**src/rtl/uart_pkg.sv**
```systemverilog
// uart_pkg: state encoding and frame-length helper shared by the UART blocks.
// Optional feature macro: AXIS_UART_TX_PARITY_EN (adds one even-parity bit per frame).
package uart_pkg;

   // Transmitter FSM states; the PARITY state only exists when parity is built in
   typedef enum logic [2:0] {
      ST_IDLE   = 3'd0,
      ST_START  = 3'd1,
      ST_DATA   = 3'd2,
`ifdef AXIS_UART_TX_PARITY_EN
      ST_PARITY = 3'd3,
`endif
      ST_STOP   = 3'd4
   } uart_state_t;

`ifdef AXIS_UART_TX_PARITY_EN
   localparam int PARITY_BITS = 1;
`else
   localparam int PARITY_BITS = 0;
`endif

   // Bit-times in one frame: start + data + optional parity + stop bits
   function automatic int frame_bits(input int data_width, input int stop_bits);
      return 1 + data_width + PARITY_BITS + stop_bits;
   endfunction

endpackage

```
**src/rtl/uart_baud_tick.sv**
```systemverilog
// uart_baud_tick: bit-time counter producing a one-cycle tick on the last
// clock of every bit-time. Restart realigns the bit grid to a new frame.
module uart_baud_tick #(
   parameter int CLKS_PER_BIT = 16
) (
   input  logic clock,
   input  logic reset,
   input  logic restart,
   input  logic enable,
   output logic tick
);

   localparam int CW = (CLKS_PER_BIT > 1) ? $clog2(CLKS_PER_BIT) : 1;
   localparam logic [CW-1:0] LAST = CW'(CLKS_PER_BIT - 1);

   logic [CW-1:0] count;

   // Count 0..CLKS_PER_BIT-1 while enabled; held at zero when idle or restarting
   always_ff @(posedge clock) begin
      if (reset || restart || !enable) begin
         count <= '0;
      end else if (count == LAST) begin
         count <= '0;
      end else begin
         count <= count + 1'b1;
      end
   end

   assign tick = enable && !restart && (count == LAST);

endmodule

```
**src/rtl/axis_uart_tx.sv**
```systemverilog
// axis_uart_tx: drains a ready/valid byte stream onto an async serial line
// (start bit, LSB-first data, optional even parity, 1 or 2 stop bits).
// Optional feature macro: AXIS_UART_TX_PARITY_EN.
//
// Handshake: a word transfers on a rising edge where ivalid && iready.
// iready is high only in IDLE with reset low and never looks at ivalid;
// ivalid without iready has no effect and upstream must hold its word.
module axis_uart_tx
   import uart_pkg::*;
#(
   parameter int DATA_WIDTH   = 8,
   parameter int CLKS_PER_BIT = 16,
   parameter int STOP_BITS    = 1
) (
   input  logic                  clock,
   input  logic                  reset,
   input  logic [DATA_WIDTH-1:0] idata,
   input  logic                  ivalid,
   output logic                  iready,
   output logic                  txd,
   output logic                  busy,
   output uart_state_t           dbg_state
);

   localparam int IW = $clog2(DATA_WIDTH + 1);
   localparam logic [IW-1:0] LAST_BIT  = IW'(DATA_WIDTH - 1);
   localparam logic          LAST_STOP = 1'(STOP_BITS - 1);

   uart_state_t           state;
   logic [DATA_WIDTH-1:0] shreg;
   logic [IW-1:0]         bit_idx;
   logic                  stop_idx;
   logic                  txd_q;
   logic                  accept;
   logic                  tick;
`ifdef AXIS_UART_TX_PARITY_EN
   logic                  par_q;
`endif

   assign iready    = (state == ST_IDLE) && !reset;
   assign accept    = ivalid && iready;
   assign busy      = (state != ST_IDLE);
   assign txd       = txd_q;
   assign dbg_state = state;

   uart_baud_tick #(
      .CLKS_PER_BIT(CLKS_PER_BIT)
   ) u_baud (
      .clock  (clock),
      .reset  (reset),
      .restart(accept),
      .enable (busy),
      .tick   (tick)
   );

   // Frame sequencer: each tick closes the current bit-time and registers the next line level
   always_ff @(posedge clock) begin
      if (reset) begin
         state    <= ST_IDLE;
         txd_q    <= 1'b1;
         shreg    <= '0;
         bit_idx  <= '0;
         stop_idx <= 1'b0;
`ifdef AXIS_UART_TX_PARITY_EN
         par_q    <= 1'b0;
`endif
      end else begin
         case (state)
            ST_IDLE: begin
               if (accept) begin
                  shreg    <= idata;
                  bit_idx  <= '0;
                  stop_idx <= 1'b0;
                  txd_q    <= 1'b0;
`ifdef AXIS_UART_TX_PARITY_EN
                  par_q    <= ^idata;
`endif
                  state    <= ST_START;
               end
            end
            ST_START: begin
               if (tick) begin
                  txd_q   <= shreg[0];
                  shreg   <= shreg >> 1;
                  bit_idx <= '0;
                  state   <= ST_DATA;
               end
            end
            ST_DATA: begin
               if (tick) begin
                  if (bit_idx == LAST_BIT) begin
`ifdef AXIS_UART_TX_PARITY_EN
                     txd_q <= par_q;
                     state <= ST_PARITY;
`else
                     txd_q    <= 1'b1;
                     stop_idx <= 1'b0;
                     state    <= ST_STOP;
`endif
                  end else begin
                     txd_q   <= shreg[0];
                     shreg   <= shreg >> 1;
                     bit_idx <= bit_idx + 1'b1;
                  end
               end
            end
`ifdef AXIS_UART_TX_PARITY_EN
            ST_PARITY: begin
               if (tick) begin
                  txd_q    <= 1'b1;
                  stop_idx <= 1'b0;
                  state    <= ST_STOP;
               end
            end
`endif
            ST_STOP: begin
               if (tick) begin
                  if (stop_idx == LAST_STOP) begin
                     state <= ST_IDLE;
                  end else begin
                     stop_idx <= stop_idx + 1'b1;
                  end
               end
            end
            default: begin
               state <= ST_IDLE;
               txd_q <= 1'b1;
            end
         endcase
      end
   end

endmodule

```
**config.mk**
```make
export PLATFORM = sky130hd
export DESIGN_NAME = axis_uart_tx
export DESIGN_NICKNAME = d
export VERILOG_FILES = /design/src/rtl/uart_pkg.sv /design/src/rtl/uart_baud_tick.sv /design/src/rtl/axis_uart_tx.sv
export SDC_FILE = /design/constraint.sdc
export NUM_CORES = 1
export LEC_CHECK = 0
export ABC_CLOCK_PERIOD_IN_PS = 5700
export CAP_MARGIN = 10
export CORE_MARGIN = 2
export CORE_UTILIZATION = 40
export DETAILED_ROUTE_END_ITERATION = 16
export PLACE_DENSITY = 0.69
export SYNTH_ARGS = -nofsm -noshare
export SYNTH_HDL_FRONTEND = slang
export SYNTH_HIERARCHICAL = 1
export SYNTH_SLANG_ARGS = --single-unit
```
**constraint.sdc**
```tcl
create_clock -name clock -period 5.7 [get_ports clock]
set_input_delay 1.71 -clock clock [delete_from_list [all_inputs] [get_ports clock]]
set_output_delay 1.71 -clock clock [all_outputs]
set_load 0.01 [all_outputs]
```
[Word-level counts from Yosys, hierarchy flattened]
Index checks and enable logic that the tools add are counted.
Word-level totals
  RAM bits: 0
  memories kept: 0
  output and inout bits: 6
  register bits: 21
  input bits: 11
  bits in latches: 0
  memory bits (read-only): 0
Cells by class
  reductions and logical operators: 18
  $lt $le $gt $ge: 0
  equal/unequal tests: 12
  add/subtract/negate cells: 3
  shift-type cells: 0
  multiply operators: 0
  bitwise gates (word level): 1
  div/mod/pow operators: 0
  mux-type cells: 27
Operators by type and width (count)
  8-bit 2-to-1 mux: 4
  8-bit one-hot mux with 3 select lines: 1
  3-bit 2-to-1 mux: 6
  4-bit 2-to-1 mux: 4
  2-bit != test (second input constant): 6
  3-bit one-hot mux with 4 select lines: 1
  4-bit one-hot mux with 3 select lines: 1
  5-bit AND reduction: 2
  3-bit nonzero test: 3
  4-bit by 1-bit adder with 4-bit output (second input constant): 2
  1-bit 2-to-1 mux: 8
  6-bit AND reduction: 1
  4-bit by 3-bit == test with 1-bit output (second input constant): 1
  4-bit == test (second input constant): 1
  1-bit logical AND: 4
  1-bit one-hot mux with 4 select lines: 1
  4-bit AND reduction: 1
  3-bit by 1-bit == test with 1-bit output (second input constant): 1
  3-bit by 2-bit == test with 1-bit output (second input constant): 1
  3-bit == test (second input constant): 1
  1-bit zero test: 3
  3-bit zero test: 1
  1-bit one-hot mux with 3 select lines: 1
  1-bit logical OR: 2
  4 further kinds: 4

[Depth between registers and ports, before layout]
Gate-level depths: netlist (run 1).
  depth after elaboration: 8
  mapped depth: 10
  depth with buffers taken out: 7

[By module]
Netlist (run 1), hierarchy kept.
Modules (own cells, without submodules)
  axis_uart_tx: cells each 97, area an instance 898.4 µm², times used 1
  uart_baud_tick: cells each 16, area an instance 166.4 µm², times used 1

[Least setup slack after synthesis (run 1)]
Ideal clock, no wire load.
  kind: input-to-output
  from: input reset
  to: output iready
  arrival: 2278 ps
  stages: 3
  setup slack: 1712 ps
  data required time: 3990 ps
  cell sequence: buf_2 -> buf_1 -> nor2_1
Between the ends
  cells in the longest elaborated chain, start to end: 2
Ends and longest elaborated chain
  start, declared: RTL line axis_uart_tx.sv:16  | input logic reset,
  1-bit zero test: RTL line axis_uart_tx.sv:40  | assign iready = (state == ST_IDLE) && !reset;
  1-bit logical AND: RTL line axis_uart_tx.sv:40
  end, declared: RTL line axis_uart_tx.sv:19  | output logic iready,
Every way passes these cells.

[Final worst setup path (run 1)]
Ends and elaborated chain as after synthesis.

==> impl_metrics.toml, run 1 <==
[routing]
wl_met2_um = 876
first_iter_violations = 15
wl_met3_um = 83
drt-total-wl_um = 2025
top_layer_used = "met4"
via_count = 878
viasPerCell = 5.628
met1_length_um = 1046
avgRoutedWirePerCell_um = 12.98
drc = 0
first_pass_iters = 2
antenna_left = 0

[floorplan]
start_util_pct = 42.59
fp.dieW_um = 55.60
die_h_um = 55.60
pin_count = 17
fp.coreArea_um2 = 2500
row_count = 18
die-area_um2 = 3091

[cts]
cts_buffer_depth = 2
cts_max_level = 1
clockRootBuffer = "clkbuf_4"
postCtsSetupBuffers = 0
hold_buffers = 0
insertion_delay_ps = 290
path_clk_slew_ps = 110
cts_sinks = 20
tritoncts = "yes"
cts-buffers-inserted = 3
cts_resized = 0

[global_routing]
grt_pass1_wl_um = 3732
first_global_vias = 894
grt_antenna_before_repair = 0
grt_max_degree = 20
gr-total-overflow = 0
grt_usage_pct = 14.61

[sta]
setup_viol = 0
fin_crit_ps = 4687
worst_slew_pin_slew_ps = 872.4
rsz0062_at_grt = "false"
finalCritPeriodShare_pct = 82.23
drv_slew = 0
fmaxAchievable_ghz = 0.2133
setup_tns_ps = 0
slew-limit-headroom_pct = 41.71
final-hold-violation-count = 0
clock_skew_ps = 2.647

[placed_design]
io_buffers = 16
gp_congestion = 0.8273
dp_hpwl_um = 1472

[final_layout]
n_antenna_cell = 0
nets = 140
drive_gt1_share_pct = 12.70
final_util_pct = 50.45
syn_to_final_growth_pct = 18.45

[setup_path]
cp.required_ps = 3990
cpPeakStageDelay_ps = 540
cp-end-kind = "output pin"
start_kind = "primary input"
path_cells = "clkdlybuf4s50_1, buf_4, nor2_1, clkdlybuf4s50_1"
worstSetupPathType = "in2out"
critPathMaxFanout = 19
worstPathArrival_ps = 2980
cpMaxStageDelayCell = "clkdlybuf4s50_1"
critPathMostFrequentCell = "clkdlybuf4s50_1"

[yosys]
synth.top_cells.by_count = "dfxtp_1, a21oi_1, mux2i_1"
synthArstFlopShare_pct = 0
synth_top_area_share_pct = 37.60
synth_area_leader_cell = "dfxtp_1"
syn_nets = 126
avgSynthCellArea_um2 = 9.423
yosysMostFrequentCell = "dfxtp_1"
syn_inst = 113
yosysWarnings = 6
synth_edf_count = 0
synth_ff_type = "dfxtp_1"
yosys.cell_types.count = 44
synth_area_leaders = "dfxtp_1, mux2i_1, a211oi_1"
ys_ff_latch = 20
synth_seq_area_share_pct = 37.60
synth.cell_area_um2 = 1065

[hold_path]
hp-class = "reg2reg"

[pwr]
p_per_area_nw_per_um2 = 220.7
total_power_uw = 278.4
peakVddDrop_v = 0.0001707
p_leak_nw = 0.4970

[status]
outcome = "completed"

[job]
cap_violations = 0
final cells by class:
cell class,count,area (um2)
Clock buffer,4,36.28
Sequential cell,20,400.4
Multi-Input combinational cell,82,604.3
Fill cell,257,1239
Tap cell,30,37.54
Inverter,2,7.507
Timing Repair Buffer,18,175.2
where the power goes:
part	switching, mW	leakage (nW)	total (mW)	internal (mW)
sequential	0.00521	0.164	0.152	0.147
combinational	0.0216	0.312	0.0458	0.0242
clock	0.0417	0.0210	0.0805	0.0388
total	0.0685	0.497	0.278	0.210
kinds of logic after synthesis:
family                     count (synthesis)  synth area share (%)
AOI/OAI and AO/OA                         28                 19.27
xor gates and xnor gates                   3                 2.468
adders and majority gates                  2                 2.350
buffers and inverters                     11                 5.640
DFF                                       20                 37.60
muxes                                      9                 8.578
and+or+nand+nor                           40                 24.09
flip-flops by register name, summed over array words and instances (netlist names):
signal and cells:
bit_idx 4, dbg_state 3, shreg 8, txd 1
u_baud/count 4
worst max-delay path, delay by kind of cell:
family                 cells  cell delay, ps
buffers and inverters      3            1130
and+or+nand+nor            1             130
placed cells by master (no fill, tap or decap), drive strengths merged, types with 3 or more instances in the layout:
master and instances:
nor3 7, mux2i 8, clkdlybuf4s50 16, a31o 3, nor2 8, nor3b 6
a211oi 7, nand2 3, dfxtp 20, a21oi 8, clkbuf 4, nand3 3
path summary, 6_finish.rpt:
check	depth (start not counted)	to	slack, ps	start
setup reg to reg	6	bit_idx[3]	2800	dbg_state[2]
hold / removal	1	u_baud/count[0]	450	u_baud/count[0]
hold reg to reg	1	u_baud/count[0]	450	u_baud/count[0]
setup / recovery	4	iready	1010	reset
layer usage:
layer,vias to the layer above,global-route usage (%)
li1,450,-
met1,408,17.89
met2,18,26.36
met3,2,2.093
met4,0,4.181
met5,-,0
stage by stage:
step	hold WS (ps)	area, um2	setup WS [ps]	std cells
detailed placement	437.3	1225	1017	152
floorplan	417.5	1065	1712	113
finish	451.9	1261	1013	156
global placement	432.7	1225	1029	152
CTS	455.5	1261	1016	156
global route	504.9	1261	933.3	156
Power figures use the tool's default switching activity.
==> run 2, diff against run 1 <==
- ABC_CLOCK_PERIOD_IN_PS: 5700 -> 3930
- PLACE_DENSITY: 0.69 -> 0.71
- clock period: 5.7 -> 3.93 ns (I/O delays scaled with it)
==> run 2 against run 1 <==
  * First-iteration DRC count up 67%
  * Largest power group unchanged
  * Register-to-register slack worse by 1500 ps
  * Sequential share of layout area rose by 0.16 points
==> impl_metrics.toml, run 2 (synthesis results as in run 1) <==
[pwr]
share_comb_of_total_power_pct = 17.2
p_int_uw = 283.7
p_clk_share_pct = 25.1
p_sw_uw = 98.38
peakVddDrop_v = 0.0002404
pwr-share-seq_pct = 57.7
p_per_area_nw_per_um2 = 304.5
switching_share_pct = 25.75
p_leak_nw = 0.4953

[cts]
cts_max_level = 1
cts_sinks = 20
cts-buffers-inserted = 3
postCtsSetupBuffers = 0
tritoncts = "yes"
clockRootBuffer = "clkbuf_4"
cts_buffer_depth = 2
hold_buffers = 0
path_clk_slew_ps = 110
cts_resized = 0
insertion_delay_ps = 290

[routing]
drt-total-wl_um = 1971
avgRoutedWirePerCell_um = 12.63
via_count = 886
viasPerCell = 5.679
first_pass_iters = 4
drc = 0
first_iter_violations = 25
antenna_left = 0

[floorplan]
fp.coreArea_um2 = 2500
fp.dieW_um = 55.60
pin_count = 17
row_count = 18
die_h_um = 55.60
start_util_pct = 42.59
die-area_um2 = 3091

[setup_path]
cp.required_ps = 2750
cp-end-kind = "output pin"
start_kind = "primary input"
worstPathArrival_ps = 2260
worstSetupPathType = "in2out"
critPathMaxFanout = 2

[placed_design]
io_buffers = 16
dp_hpwl_um = 1467
gp_congestion = 0.8533
placed_cells = 153
detailed_place.area_um2 = 1232

[sta]
drv_slew = 0
setup_tns_ps = 0
whs_ps = 455.6
clock_skew_ps = 3.184
final-hold-violation-count = 0
fmaxAchievable_ghz = 0.2904
rsz0062_at_grt = "false"
slew-limit-headroom_pct = 70.27
fin_crit_ps = 3443
setup_viol = 0
worst_slew_pin_slew_ps = 445.3
finalCritPeriodShare_pct = 87.62

[final_layout]
layout_common_cells = "dfxtp_1, clkdlybuf4s50_1, a21oi_1, mux2i_1"
nFillCells = 233
final_cells = 156
final_common_cell = "dfxtp_1"
n_antenna_cell = 0
syn_to_final_growth_pct = 17.86
drive_gt1_share_pct = 12.70
design_area_um2 = 1255
largest_reg_flops = 8
nets = 141
reg.largest.list = "shreg x8, bit_idx x4, u_baud/count x4"
regMostFlops = "shreg"

[global_routing]
grt_pass1_wl_um = 3387
grt_usage_pct = 13.44
first_global_vias = 770
grt_antenna_before_repair = 0
gr-total-overflow = 0
grt_max_degree = 19

[status]
outcome = "completed"

[job]
cap_violations = 0

[hold_path]
hp-class = "reg2reg"
-- run 2: changes by cell type in the layout (fill, tap and decap cells not counted) --
cell | previous run | this run
buf_4 | 2 | 3
clkbuf_8 | 1 | 0
-- run 2: worst max-delay path, stage by stage --
cell and delay, ps:
clkdlybuf4s50_1 420, nor2_1 120, clkdlybuf4s50_1 540
-- run 2: worst paths after layout --
path	startpoint	endpoint	slack, ps	depth (start not counted)
max	reset	iready	490	3
min	u_baud/count[0]	u_baud/count[0]	460	1
max reg2reg	dbg_state[2]	shreg[0]	1310	7
min reg2reg	u_baud/count[0]	u_baud/count[0]	460	1
-- run 2: final cells by class --
| cell class | count | area [um2] | share of cell area, % |
|---|---|---|---|
| tap | 30 | 37.54 | 2.991 |
| inverter | 2 | 7.507 | 0.5982 |
| sequential | 20 | 400.4 | 31.90 |
| multi-input combinational | 82 | 604.3 | 48.16 |
| clock buffer | 3 | 22.52 | 1.795 |
| timing repair buffer | 19 | 182.7 | 14.56 |
-- run 2: power groups by stage --
stage / clock network [mW] / logic [mW] / registers, mW
floorplan: 0 / 0.0464 / 0.223
global placement: 0 / 0.0648 / 0.225
detailed placement: 0 / 0.0661 / 0.225
CTS: 0.0995 / 0.0662 / 0.220
global route: 0.105 / 0.0733 / 0.222
finish: 0.0960 / 0.0657 / 0.220
-- run 2: routing by layer --
metal / track usage [%] / routed length, um / vias up
met4: 6.272 / 19 / 0
li1: - / - / 455
met3: 3.023 / 121 / 2
met2: 19.22 / 874 / 20
met5: 0 / 0 / -
met1: 19.05 / 956 / 409
-- run 2: through the flow --
step                      utilization, %  total power [mW]  worst slack (ps)
after floorplan                        -            0.2690              1004
after global placement             49.30            0.2897             484.3
after detailed placement           49.30            0.2911             448.4
after CTS                          50.20            0.3862             474.4
after global routing               50.20            0.4010             444.5
final                              50.20            0.3821             486.6
==> RTL edit 1: new RTL, flow settings as in run 2 <==
Build with the macro `AXIS_UART_TX_PARITY_EN` defined.
--- a/src/rtl/uart_pkg.sv
+++ b/src/rtl/uart_pkg.sv
@@ -2,2 +2,4 @@
 // Optional feature macro: AXIS_UART_TX_PARITY_EN (adds one even-parity bit per frame).
+`define AXIS_UART_TX_PARITY_EN
+
 package uart_pkg;
Formal check against the unedited RTL: same outputs for any inputs over 10 cycles, from zero or initial values and one cycle with reset high; that may be too few to reach the edited logic, so the function may still have changed.
==> RTL edit 1 against run 2 <==
- worst setup slack worse by 0.021 ns
- final cell count up 20%
- wire length up 30%
- via count up 19%
- design area up 14%
- core utilization down 2.4 points
- total power up 5.9%
- area after synthesis up 16%
- clock power up 7%
- die area up 15%
- sequential cell count up 1
- highest routed layer unchanged
==> RTL edit 1: results (changes against run 2) <==
metric,value,unit,change
Port Buf Inserts,16,,unchanged
DRT Pass-1 Iters,6,,was 4
CP arrival,2.29,ns,was 2.26 ns
placed insts,183,,was 153
Clock Tree Buf Depth,2,,unchanged
syn_nets,153,,was 126
largest area contributor in the netlist,dfxtp_1,,unchanged
Final setup viols,0,,unchanged
number of buffers created by CTS,3,,unchanged
R2R setup slack,1.23,ns,was 1.31 ns
worst skew pair latency,0.30,ns,
biggest regs,"shreg x8, bit_idx x4, u_baud/count x4",,unchanged
gp weighted congestion,0.759,,was 0.853
crit-path max FO,4,,was 2
post-CTS sizing,0,,unchanged
Peak VDD IR,0.181,mV,was 0.240 mV
initial antenna violation count,0,,unchanged
post-synthesis sequential area ratio,33.9,%,was 37.6%
vias in the first global route,1044,,was 770
clk slew on worst S/H paths,0.11,ns,about the same
asr flop ratio synth,0,%,unchanged
synthesized area per cell,8.86,um^2,was 9.42 um^2
pin count of the biggest net entering global routing,20,,was 19
Wirelength per Cell,13.7,um,was 12.6 um
Slew headroom,62.5,%,was 70.3%
Setup Skew,0.00409,ns,was 0.00318 ns
Synth cell types,40,,was 44
via count,1054,,was 886
Post-DP HPWL,1870,um,was 1470 um
NumNets Final,168,,was 141
First DRT Iteration DRCs,25,,unchanged
fin crit period,3.46,ns,was 3.44 ns
Tightest Hold Check Type,reg2reg,,unchanged
Pleak,0.000546,uW,was 0.000495 uW
Crit path largest cell delay,0.53,ns,
htree depth,1,,unchanged
share of layout cells above drive strength 1,11.7,%,was 12.7%
"top cells by count, synth","dfxtp_1, a21oi_1, nand3_1, o21ai_0, nor2_1",,"was dfxtp_1, a21oi_1, mux2i_1"
Vias/cell,5.64,,was 5.68
setup bufs post-CTS,0,,unchanged
number of warnings issued by yosys,6,,unchanged
global-route wire length before repair,4500,um,was 3390 um
Setup Slack @ Placement,0.448,ns,about the same
clk root buf,clkbuf_4,,unchanged
synth top area cells,"dfxtp_1, mux2_4, xnor2_1",,"was dfxtp_1, mux2i_1, a211oi_1"
outcome,completed,,unchanged
cell at the slowest stage of the critical path,clkdlybuf4s50_1,,unchanged
gr usage total,16.2,%,was 13.4%
Antenna Cells,0,,unchanged
RTL edit 1: cell types whose count changed in the layout (fill, tap and decap cells not counted), moves of 4 or more:
cell | run 2 | this run
o21ai_0 | 2 | 10
nor2b_1 | 1 | 7
nor3_1 | 7 | 1
xnor2_1 | 1 | 8
a211oi_1 | 7 | 1
mux2_4 | 0 | 6
nand3_1 | 3 | 10
a311oi_1 | 0 | 4
mux2i_1 | 8 | 3
RTL edit 1: final timing paths:
path              startpoint              end  cells past startpoint
max                    reset           iready                      3
min reg2reg  u_baud/count[0]  u_baud/count[0]                      1
max reg2reg     dbg_state[2]         shreg[1]                      8
min          u_baud/count[0]  u_baud/count[0]                      1
RTL edit 1: metal layers:
layer	GRT usage, %	up-vias	wire, um
met4	5.71	0	25
met5	0	-	0
met3	3.68	2	61
li1	-	534	-
met2	25.5	21	1230
met1	21.8	497	1260
RTL edit 1: logic make-up after synthesis:
kind of cell	count (synthesis)	synth area share, %
mux	10	10.6
buf+inv	11	5.04
fa+ha+maj	2	2.02
flops	21	33.9
xor+xnor	11	7.77
compound gates	33	16.6
simple gates	52	24.1
RTL edit 1: critical path, delay by kind of cell:
| kind | cells | cell delay, ns |
|---|---|---|
| buffers and inverters | 2 | 0.98 |
| AND/OR/NAND/NOR | 1 | 0.12 |
RTL edit 1: per-stage QoR:
step,util [%],area [um^2],hold WS [ns],power [uW]
6_report,47.8,1440,0.469,405
5_1_grt,47.8,1440,0.511,428
4_1_cts,47.8,1440,0.463,409
3_5_place_dp,46.9,1410,0.442,306
3_3_place_gp,46.9,1410,0.426,305
2_1_floorplan,-,1240,0.418,279
RTL edit 1: report_power, final:
group	internal (uW)	total (uW)	leakage [uW]	switching, uW
logic	40.9	74.3	0.000360	33.4
clock network	39.5	103	0.0000150	63.7
registers	221	227	0.000171	6.48
total	301	405	0.000546	104
RTL edit 1: area by class of cell:
type | count | area (um^2)
fillers | 298 | 1570
multi-input cells | 108 | 757
flip-flops and latches | 21 | 420
repair buffers | 19 | 183
well taps | 33 | 41.3
clock buffers | 4 | 26.3
inverters | 2 | 7.51
==> RTL edit 2: new RTL, settings of run 2 <==
Without the edit above. Register the output `dbg_state` once more, without a reset; this adds one clock of latency there. The other outputs are not delayed to match.
--- a/src/rtl/axis_uart_tx.sv
+++ b/src/rtl/axis_uart_tx.sv
@@ -43,3 +43,5 @@
    assign txd       = txd_q;
-   assign dbg_state = state;
+   always_ff @(posedge clock) begin
+      dbg_state <= state;
+   end
 
Behaviour: not the same (a bounded check fails within 4 cycles, from zero or initial values and one cycle with reset high).
==> RTL edit 2 against run 2 <==
- sequential cell count up 3
- global-route usage rose by 0.89 points
- design area grew 4.7%
- clock skew is 0.00094 ns lower
- wire length rose by 8.6%
- register-to-register slack worse by 0.13 ns
- via count rose by 8.0%
- area after synthesis grew 4.7%
- worst setup slack lost 0.10 ns
- total power up 7.5%
==> RTL edit 2: results (changes against run 2) <==
metric,value,unit,change
"top cells by count, synth","dfxtp_1, a21oi_1, nor2_1, o21ai_0",,"was dfxtp_1, a21oi_1, mux2i_1"
Worst R2R Start,state[2],,was dbg_state[2]
Setup Skew,0.00224,ns,was 0.00318 ns
number of warnings issued by yosys,6,,unchanged
Pleak,0.000529,uW,was 0.000495 uW
Routed WL,2140,um,was 1970 um
Peak VDD IR,0.199,mV,was 0.240 mV
reg2reg path depth,8,,was 7
pin count of the biggest net entering global routing,30,,was 19
remaining antenna violation count,0,,unchanged
Slew headroom,45.0,%,was 70.3%
vias in the first global route,865,,was 770
share of layout cells above drive strength 1,7.91,%,was 12.7%
crit-path max FO,4,,was 2
First DRT Iteration DRCs,19,,was 25
switching share of total power,24.2,%,was 25.7%
post-synthesis sequential area ratio,41.3,%,was 37.6%
synthesized area per cell,8.85,um^2,was 9.42 um^2
NumNets Final,153,,was 141
Synth cell types,35,,was 44
syn_nets,139,,was 126
gr usage total,14.3,%,was 13.4%
Fillers,271,,was 233
placed insts,166,,was 153
gp weighted congestion,0.769,,was 0.853
outcome,completed,,unchanged
Vias/cell,5.63,,was 5.68
initial antenna violation count,0,,unchanged
htree depth,1,,unchanged
Post-DP HPWL,1450,um,was 1470 um
global-route wire length before repair,3730,um,was 3390 um
synth top area cells,"dfxtp_1, mux2i_1, a21oi_1",,"was dfxtp_1, mux2i_1, a211oi_1"
worst skew pair latency,0.31,ns,was 0.29 ns
Setup Slack @ Placement,0.362,ns,was 0.448 ns
Wirelength per Cell,12.6,um,about the same
CP arrival,2.37,ns,was 2.26 ns
==> RTL edit 2: area by class of cell <==
| class | count | share of cell area [%] |
|---|---|---|
| Multi-Input combinational cell | 92 | 46.1 |
| Sequential cell | 23 | 35.0 |
| Timing Repair Buffer | 18 | 13.3 |
| Tap cell | 31 | 2.95 |
| Clock buffer | 4 | 2.00 |
| Inverter | 2 | 0.571 |
==> RTL edit 2: metal layers <==
metal  wire (um)  vias to the layer above  track usage (%)
met3          57                        4             2.07
met2        1030                       16             23.9
li1            -                      486                -
met1        1030                      451             18.4
met5           0                        -                0
met4          27                        0             5.98
==> RTL edit 2: stage by stage <==
step | area (um^2) | util [%] | hold WS, ns
2_1_floorplan | 1110 | - | 0.329
3_3_place_gp | 1290 | 47.5 | 0.437
3_5_place_dp | 1290 | 47.5 | 0.437
4_1_cts | 1310 | 48.5 | 0.455
5_1_grt | 1310 | 48.5 | 0.482
6_report | 1310 | 48.5 | 0.457
==> RTL edit 2: power groups by stage <==
stage / registers [uW] / logic, uW / clock network (uW)
floorplan: 250 / 33.6 / 0
finish: 246 / 55.3 / 109
CTS: 247 / 55.8 / 116
global placement: 251 / 54.3 / 0
global route: 248 / 60.9 / 121
detailed placement: 252 / 55.5 / 0
==> RTL edit 2: critical path, cell delays in order <==
cell,delay [ns]
clkdlybuf4s50_1,0.46
nor2_1,0.17
clkdlybuf4s50_1,0.56
==> RTL edit 2: path summary, 6_finish.rpt <==
check	to	slack [ns]
worst max register to register	bit_idx[1]	1.18
worst min-delay path	u_baud/count[0]	0.46
worst min register to register	u_baud/count[0]	0.46
worst max-delay path	iready	0.38
==> RTL edit 2: logic make-up after synthesis <==
logic type      after synthesis  share of synthesized area [%]
buf+inv                      11                           4.38
flops                        23                           41.3
compound gates               32                           17.6
xor+xnor                      3                           3.03
simple gates                 48                           25.1
fa+ha+maj                     2                           2.24
mux                           7                           6.29
